===== src/rtl/distance_fan_ctrl.sv =====
// Presence-gated fan controller: classifies ranging distance with hysteresis, confirms presence,
// holds the fan after departure, and drives an 8-bit PWM at a user-selected duty.
module distance_fan_ctrl #(
    parameter int unsigned MS_CYCLES  = 100_000,
    parameter int unsigned NEAR_CM    = 30,
    parameter int unsigned FAR_CM     = 50,
    parameter int unsigned CONFIRM_MS = 500,
    parameter int unsigned HOLD_MS    = 3000,
    parameter int unsigned PWM_DIV    = 40
) (
    input  logic        clk_i,
    input  logic        reset_p_i,
    input  logic [15:0] distance_cm_i,
    input  logic        fan_en_i,
    input  logic [1:0]  speed_sel_i,
    output logic        pwm_out_o,
    output logic        fan_on_o,
    output logic [3:0]  state_led_o,
    output logic [7:0]  duty_o
);

    localparam int unsigned MsW    = (MS_CYCLES > 1) ? $clog2(MS_CYCLES) : 1;
    localparam int unsigned DivW   = (PWM_DIV > 1) ? $clog2(PWM_DIV) : 1;
    localparam int unsigned CntMax = (HOLD_MS > CONFIRM_MS) ? HOLD_MS : CONFIRM_MS;
    localparam int unsigned CntW   = $clog2(CntMax + 1);

    localparam logic [MsW-1:0]  MsLast     = MsW'(MS_CYCLES - 1);
    localparam logic [DivW-1:0] DivLast    = DivW'(PWM_DIV - 1);
    localparam logic [CntW-1:0] ConfirmLim = CntW'(CONFIRM_MS);
    localparam logic [CntW-1:0] HoldLim    = CntW'(HOLD_MS);
    localparam logic [15:0]     NearLim    = 16'(NEAR_CM);
    localparam logic [15:0]     FarLim     = 16'(FAR_CM);

    typedef enum logic [1:0] {StOff, StArm, StRun, StHold} state_e;

    state_e          state_q, state_d;
    logic [CntW-1:0] cnt_q, cnt_d, cnt_inc;
    logic [MsW-1:0]  ms_cnt_q, ms_cnt_d;
    logic [DivW-1:0] pre_q, pre_d;
    logic [7:0]      pwm_cnt_q, pwm_cnt_d;
    logic [7:0]      duty_q, duty_d, target;
    logic [3:0]      state_led_q, state_led_d;
    logic            near_q, near_d, far_q, far_d;
    logic            fan_on_q, fan_on_d, pwm_out_q, pwm_out_d;
    logic            tick_ms, pwm_step;

    always_comb begin
        near_d    = (distance_cm_i != 16'd0) && (distance_cm_i < NearLim);
        far_d     = (distance_cm_i == 16'd0) || (distance_cm_i >= FarLim);
        tick_ms   = (ms_cnt_q == MsLast);
        ms_cnt_d  = tick_ms ? '0 : ms_cnt_q + MsW'(1);
        pwm_step  = (pre_q == DivLast);
        pre_d     = pwm_step ? '0 : pre_q + DivW'(1);
        pwm_cnt_d = pwm_step ? pwm_cnt_q + 8'd1 : pwm_cnt_q;
    end

    // Band samples (neither near nor far) fall through every branch, freezing cnt.
    always_comb begin
        state_d = state_q;
        cnt_d   = cnt_q;
        cnt_inc = (cnt_q == '1) ? cnt_q : cnt_q + CntW'(1);
        if (!fan_en_i) begin
            state_d = StOff;
            cnt_d   = '0;
        end else begin
            case (state_q)
                StOff: begin
                    cnt_d = '0;
                    if (near_q) state_d = StArm;
                end
                StArm: begin
                    if (tick_ms && near_q) begin
                        if (cnt_inc >= ConfirmLim) begin
                            state_d = StRun;
                            cnt_d   = '0;
                        end else begin
                            cnt_d = cnt_inc;
                        end
                    end else if (tick_ms && far_q) begin
                        state_d = StOff;
                        cnt_d   = '0;
                    end
                end
                StRun: begin
                    if (far_q) begin
                        state_d = StHold;
                        cnt_d   = '0;
                    end
                end
                StHold: begin
                    if (near_q) begin
                        state_d = StRun;
                        cnt_d   = '0;
                    end else if (tick_ms && far_q) begin
                        if (cnt_inc >= HoldLim) begin
                            state_d = StOff;
                            cnt_d   = '0;
                        end else begin
                            cnt_d = cnt_inc;
                        end
                    end
                end
                default: begin
                    state_d = StOff;
                    cnt_d   = '0;
                end
            endcase
        end
    end

    always_comb begin
        fan_on_d = (state_d == StRun) || (state_d == StHold);
        case (state_d)
            StOff:   state_led_d = 4'b0001;
            StArm:   state_led_d = 4'b0010;
            StRun:   state_led_d = 4'b0100;
            default: state_led_d = 4'b1000;
        endcase
        case (speed_sel_i)
            2'd0:    target = 8'd0;
            2'd1:    target = 8'd85;
            2'd2:    target = 8'd170;
            default: target = 8'd255;
        endcase
        // Duty reloads only when the next PWM step is 0, so a period never changes shape.
        if (!fan_on_d)               duty_d = 8'd0;
        else if (pwm_cnt_d == 8'd0)  duty_d = target;
        else                         duty_d = duty_q;
        pwm_out_d = (pwm_cnt_d < duty_d);
    end

    always_ff @(posedge clk_i) begin
        if (reset_p_i) begin
            state_q     <= StOff;
            cnt_q       <= '0;
            ms_cnt_q    <= '0;
            pre_q       <= '0;
            pwm_cnt_q   <= 8'd0;
            duty_q      <= 8'd0;
            state_led_q <= 4'b0001;
            near_q      <= 1'b0;
            far_q       <= 1'b0;
            fan_on_q    <= 1'b0;
            pwm_out_q   <= 1'b0;
        end else begin
            state_q     <= state_d;
            cnt_q       <= cnt_d;
            ms_cnt_q    <= ms_cnt_d;
            pre_q       <= pre_d;
            pwm_cnt_q   <= pwm_cnt_d;
            duty_q      <= duty_d;
            state_led_q <= state_led_d;
            near_q      <= near_d;
            far_q       <= far_d;
            fan_on_q    <= fan_on_d;
            pwm_out_q   <= pwm_out_d;
        end
    end

    assign pwm_out_o   = pwm_out_q;
    assign fan_on_o    = fan_on_q;
    assign state_led_o = state_led_q;
    assign duty_o      = duty_q;

endmodule


===== config.mk =====
export PLATFORM = sky130hd
export DESIGN_NAME = distance_fan_ctrl
export DESIGN_NICKNAME = d
export VERILOG_FILES = /design/src/rtl/distance_fan_ctrl.sv
export SDC_FILE = /design/constraint.sdc
export NUM_CORES = 1
export LEC_CHECK = 0
export CORE_UTILIZATION = 37
export DETAILED_ROUTE_END_ITERATION = 16
export PLACE_DENSITY_LB_ADDON = 0.1
export SYNTH_ARGS = -nofsm -noshare
export SYNTH_HDL_FRONTEND = slang
export SYNTH_SLANG_ARGS = --single-unit

===== constraint.sdc =====
create_clock -name clk_i -period 4 [get_ports clk_i]
set_input_delay 1 -clock clk_i [delete_from_list [all_inputs] [get_ports clk_i]]
set_output_delay 1 -clock clk_i [all_outputs]
set_load 0.05 [all_outputs]

==> results.sh <==
export IMPL_status="finished, final reports clean"
export IMPL_core_area_um2=8300
export IMPL_place_ws_ns=0.188
export IMPL_place_area_um2=3670
export IMPL_grt_usage_pct=16.2
export IMPL_clock_latency_ns=0.34
export IMPL_yosysTopAreaCell="dfxtp_1"
export IMPL_synth_nets=405
export IMPL_slew_headroom_pct=63.2
export IMPL_reg2reg_from="cnt_q[1]"
export IMPL_comb_power_share_pct=4.3
export IMPL_die_h_um=95.0
export IMPL_boundaryPins=35
export IMPL_drt_iter0_markers=89
export IMPL_dpl_hpwl_mm=4.95
export IMPL_crit_required_ns=4.29
export IMPL_period_share_pct=92.8
export IMPL_min_delay_path_class="reg2reg"
export IMPL_diodes=0
export IMPL_synth_edf_count=0
export IMPL_gp_congestion=0.914
export IMPL_period_minus_slack_ns=3.71
export IMPL_fin_skew_ns=0.0136
export IMPL_dr_pass1_iters=4
export IMPL_drive_above_1_share_pct=11.0
export IMPL_cts_htree_levels=3
export IMPL_postCtsSetupRepairBufs=0
export IMPL_mappedNetlistArea_um2=3200
export IMPL_drv_cap=0
export IMPL_ys_seq_area_share_pct=38.2
export IMPL_r2r_end="pwm_out_o"
export IMPL_drt_vias_per_instance=5.20
export IMPL_worst_setup_path_start_kind="flip-flop"
export IMPL_pwr_share_clk_pct=41.2
export IMPL_pwr_share_seq_pct=54.5
export IMPL_drc=0
export IMPL_post_drt_wl_per_cell_um=13.0
export IMPL_ys_flop_type="dfxtp_1"
export IMPL_ff2ff_setup_slack_ns=0.29
export IMPL_layout_setup_ws_ns=0.286
export IMPL_overflow=0
export IMPL_yosysMostFrequentCell="dfxtp_1"
export IMPL_setup_violations=0
export IMPL_num_vias=2725
export IMPL_critical_path_arrival_ns=4.00
export IMPL_antenna_found_initial=0
export IMPL_critPathKind="reg2reg"
export IMPL_ys_types=57
export IMPL_holdPathEnd="pre_q[0]"
export IMPL_p_sw_share_pct=23.7
export IMPL_synthToLayoutAreaGrowth_pct=20.2
export IMPL_io_buffers=34
export IMPL_worstMarginPinSlew_ns=0.549
export IMPL_crit_path_end_kind="flip-flop"
export IMPL_yosysWarnings=0
export IMPL_synthTopCellsByCount="61 x dfxtp_1, 41 x nor2_1, 34 x nand2_1"
export IMPL_synth_top_area_share_pct=38.2
export IMPL_dieWidth_um=95.0
export IMPL_hold_path_depth=1
export IMPL_synthArstFlopShare_pct=0
export IMPL_start_util_pct=38.5
export IMPL_clock_sinks=61
export IMPL_tns_ns=0
export IMPL_cts_root_buf="clkbuf_8"
export IMPL_finalHoldViolCount=0
export IMPL_nets=446
export IMPL_routed_wirelength_mm=6.79
export IMPL_ant_nets=0
export IMPL_grt_setup_unrepaired="false"
export IMPL_die_area_um2=9020
export IMPL_ir_drop_uv=115
export IMPL_stdcell_area_um2=3840
export IMPL_reg2regPathDepth=15
export IMPL_cts_clk_slew_worst_paths_ns=0.07
export IMPL_grt_max_degree=22
export IMPL_hold_start="pre_q[0]"
export IMPL_grt_pass1_wl_mm=11.3
export IMPL_p_sw_w=0.000268
export IMPL_critPathMaxFanout=6
export IMPL_syn_mean_instance_area_um2=8.58
export IMPL_fmax_mhz=269
export IMPL_rows=33
export IMPL_grt_pass1_vias=2446
export IMPL_internal_power_w=0.000864
export IMPL_synth_seq_cells=61
export IMPL_leakagePower_nw=1.39
export IMPL_synthCells=373
export IMPL_drv_slew=0
export IMPL_numCtsBuffers=9
export IMPL_synth_area_leaders="dfxtp_1 38%, nor2_1 4.8%, ha_1 4.3%"
export IMPL_tritoncts="yes"
export IMPL_cts_path_max_buffers=2
export IMPL_power_density_nw_per_um2=295
==> logic make-up after synthesis <==
kind of cell / synth area share, %
simple gates: 30.0
flops: 38.2
compound gates: 12.6
xor+xnor: 7.39
buf+inv: 2.42
mux: 5.05
fa+ha+maj: 4.30
==> critical path: stages (launching register included) <==
cell and delay (ns):
dfxtp_1 0.37, ha_2 0.24, nand2_1 0.16, or4_4 0.54
a31o_1 0.24, o21bai_1 0.18, o21ai_2 0.16, a41oi_2 0.18
nor3b_2 0.28, buf_4 0.19, nand2_1 0.06, ha_1 0.19
a2111oi_0 0.41, nand3_1 0.12, nor4_1 0.20, o21a_1 0.14
==> state kept, by name, indices dropped and copies added, names as in the netlist <==
register	count
state_led_o	4
fan_on_o	1
pwm_out_o	1
state_q	2
pwm_cnt_q	8
cnt_q	12
duty_o	8
far_q	1
near_q	1
ms_cnt_q	17
pre_q	6
==> placed cells by master, fill, tap and decap left out, drive strengths merged, types with 3 or more instances in the layout <==
master and count:
nand3 20, and3 11, nor2b 10, mux2i 6
a21oi 14, clkbuf 12, mux2 9, xnor2 12
and2 10, nand2 35, nand2b 3, xor2 15
nor4 9, dfxtp 61, nor3 14, buf 6
nand4 5, nor2 42, clkdlybuf4s50 34, or2 3
or3 6, a32o 3, ha 11, or4 3
o211ai 5, a31oi 4, o21ai 15, o21bai 3
inv 9
==> timing repair <==
item	CTS	global route
resized for setup	0	4
endpoints found under the setup margin	0	1
endpoints found under the hold margin	0	0
hold buffers	0	0
==> metrics by stage <==
stage | util, % | hold WS (ns) | total power (W) | instances
after floorplan | - | 0.423 | 0.000653 | 373
after global placement | 44.3 | 0.440 | 0.000681 | 508
after detailed placement | 44.3 | 0.441 | 0.000681 | 508
after CTS | 46.2 | 0.453 | 0.00114 | 524
after global routing | 46.3 | 0.482 | 0.00118 | 524
final | 46.3 | 0.450 | 0.00113 | 524
==> power groups by stage <==
stage	Sequential (W)	Combinational, W	Clock [W]
3_3_place_gp	0.000632	0.0000491	0
2_1_floorplan	0.000631	0.0000221	0
6_report	0.000618	0.0000488	0.000466
5_1_grt	0.000618	0.0000543	0.000504
4_1_cts	0.000618	0.0000494	0.000476
3_5_place_dp	0.000632	0.0000491	0
==> per-layer routing <==
layer  GRT usage, %  vias to the layer above  share of wire [%]
met5              0                        -                  0
met4           8.21                        0                1.1
met3           2.98                        7                4.5
met2           23.9                       66                 42
met1           22.3                     1225                 53
li1               -                     1427                  -
==> cell type report <==
| class | instances | area (µm²) |
|---|---|---|
| fill | 814 | 4450 |
| timing repair buffer | 40 | 385 |
| clock inverter | 4 | 25.0 |
| clock buffer | 12 | 135 |
| sequential | 61 | 1220 |
| multi-input combinational | 293 | 1910 |
| tap | 105 | 131 |
| inverter | 9 | 36.3 |
==> worst max path at each step <==
stage	from	end	slack [ns]
after floorplan	cnt_q[0]	pwm_out_o	0.47
final	cnt_q[1]	pwm_out_o	0.29
after detailed placement	cnt_q[0]	pwm_out_o	0.19
after global routing	cnt_q[1]	pwm_out_o	0.01
after global placement	cnt_q[0]	pwm_out_o	0.34
after CTS	cnt_q[0]	pwm_out_o	0.16
Note: power is estimated with default switching activity, not from simulation.
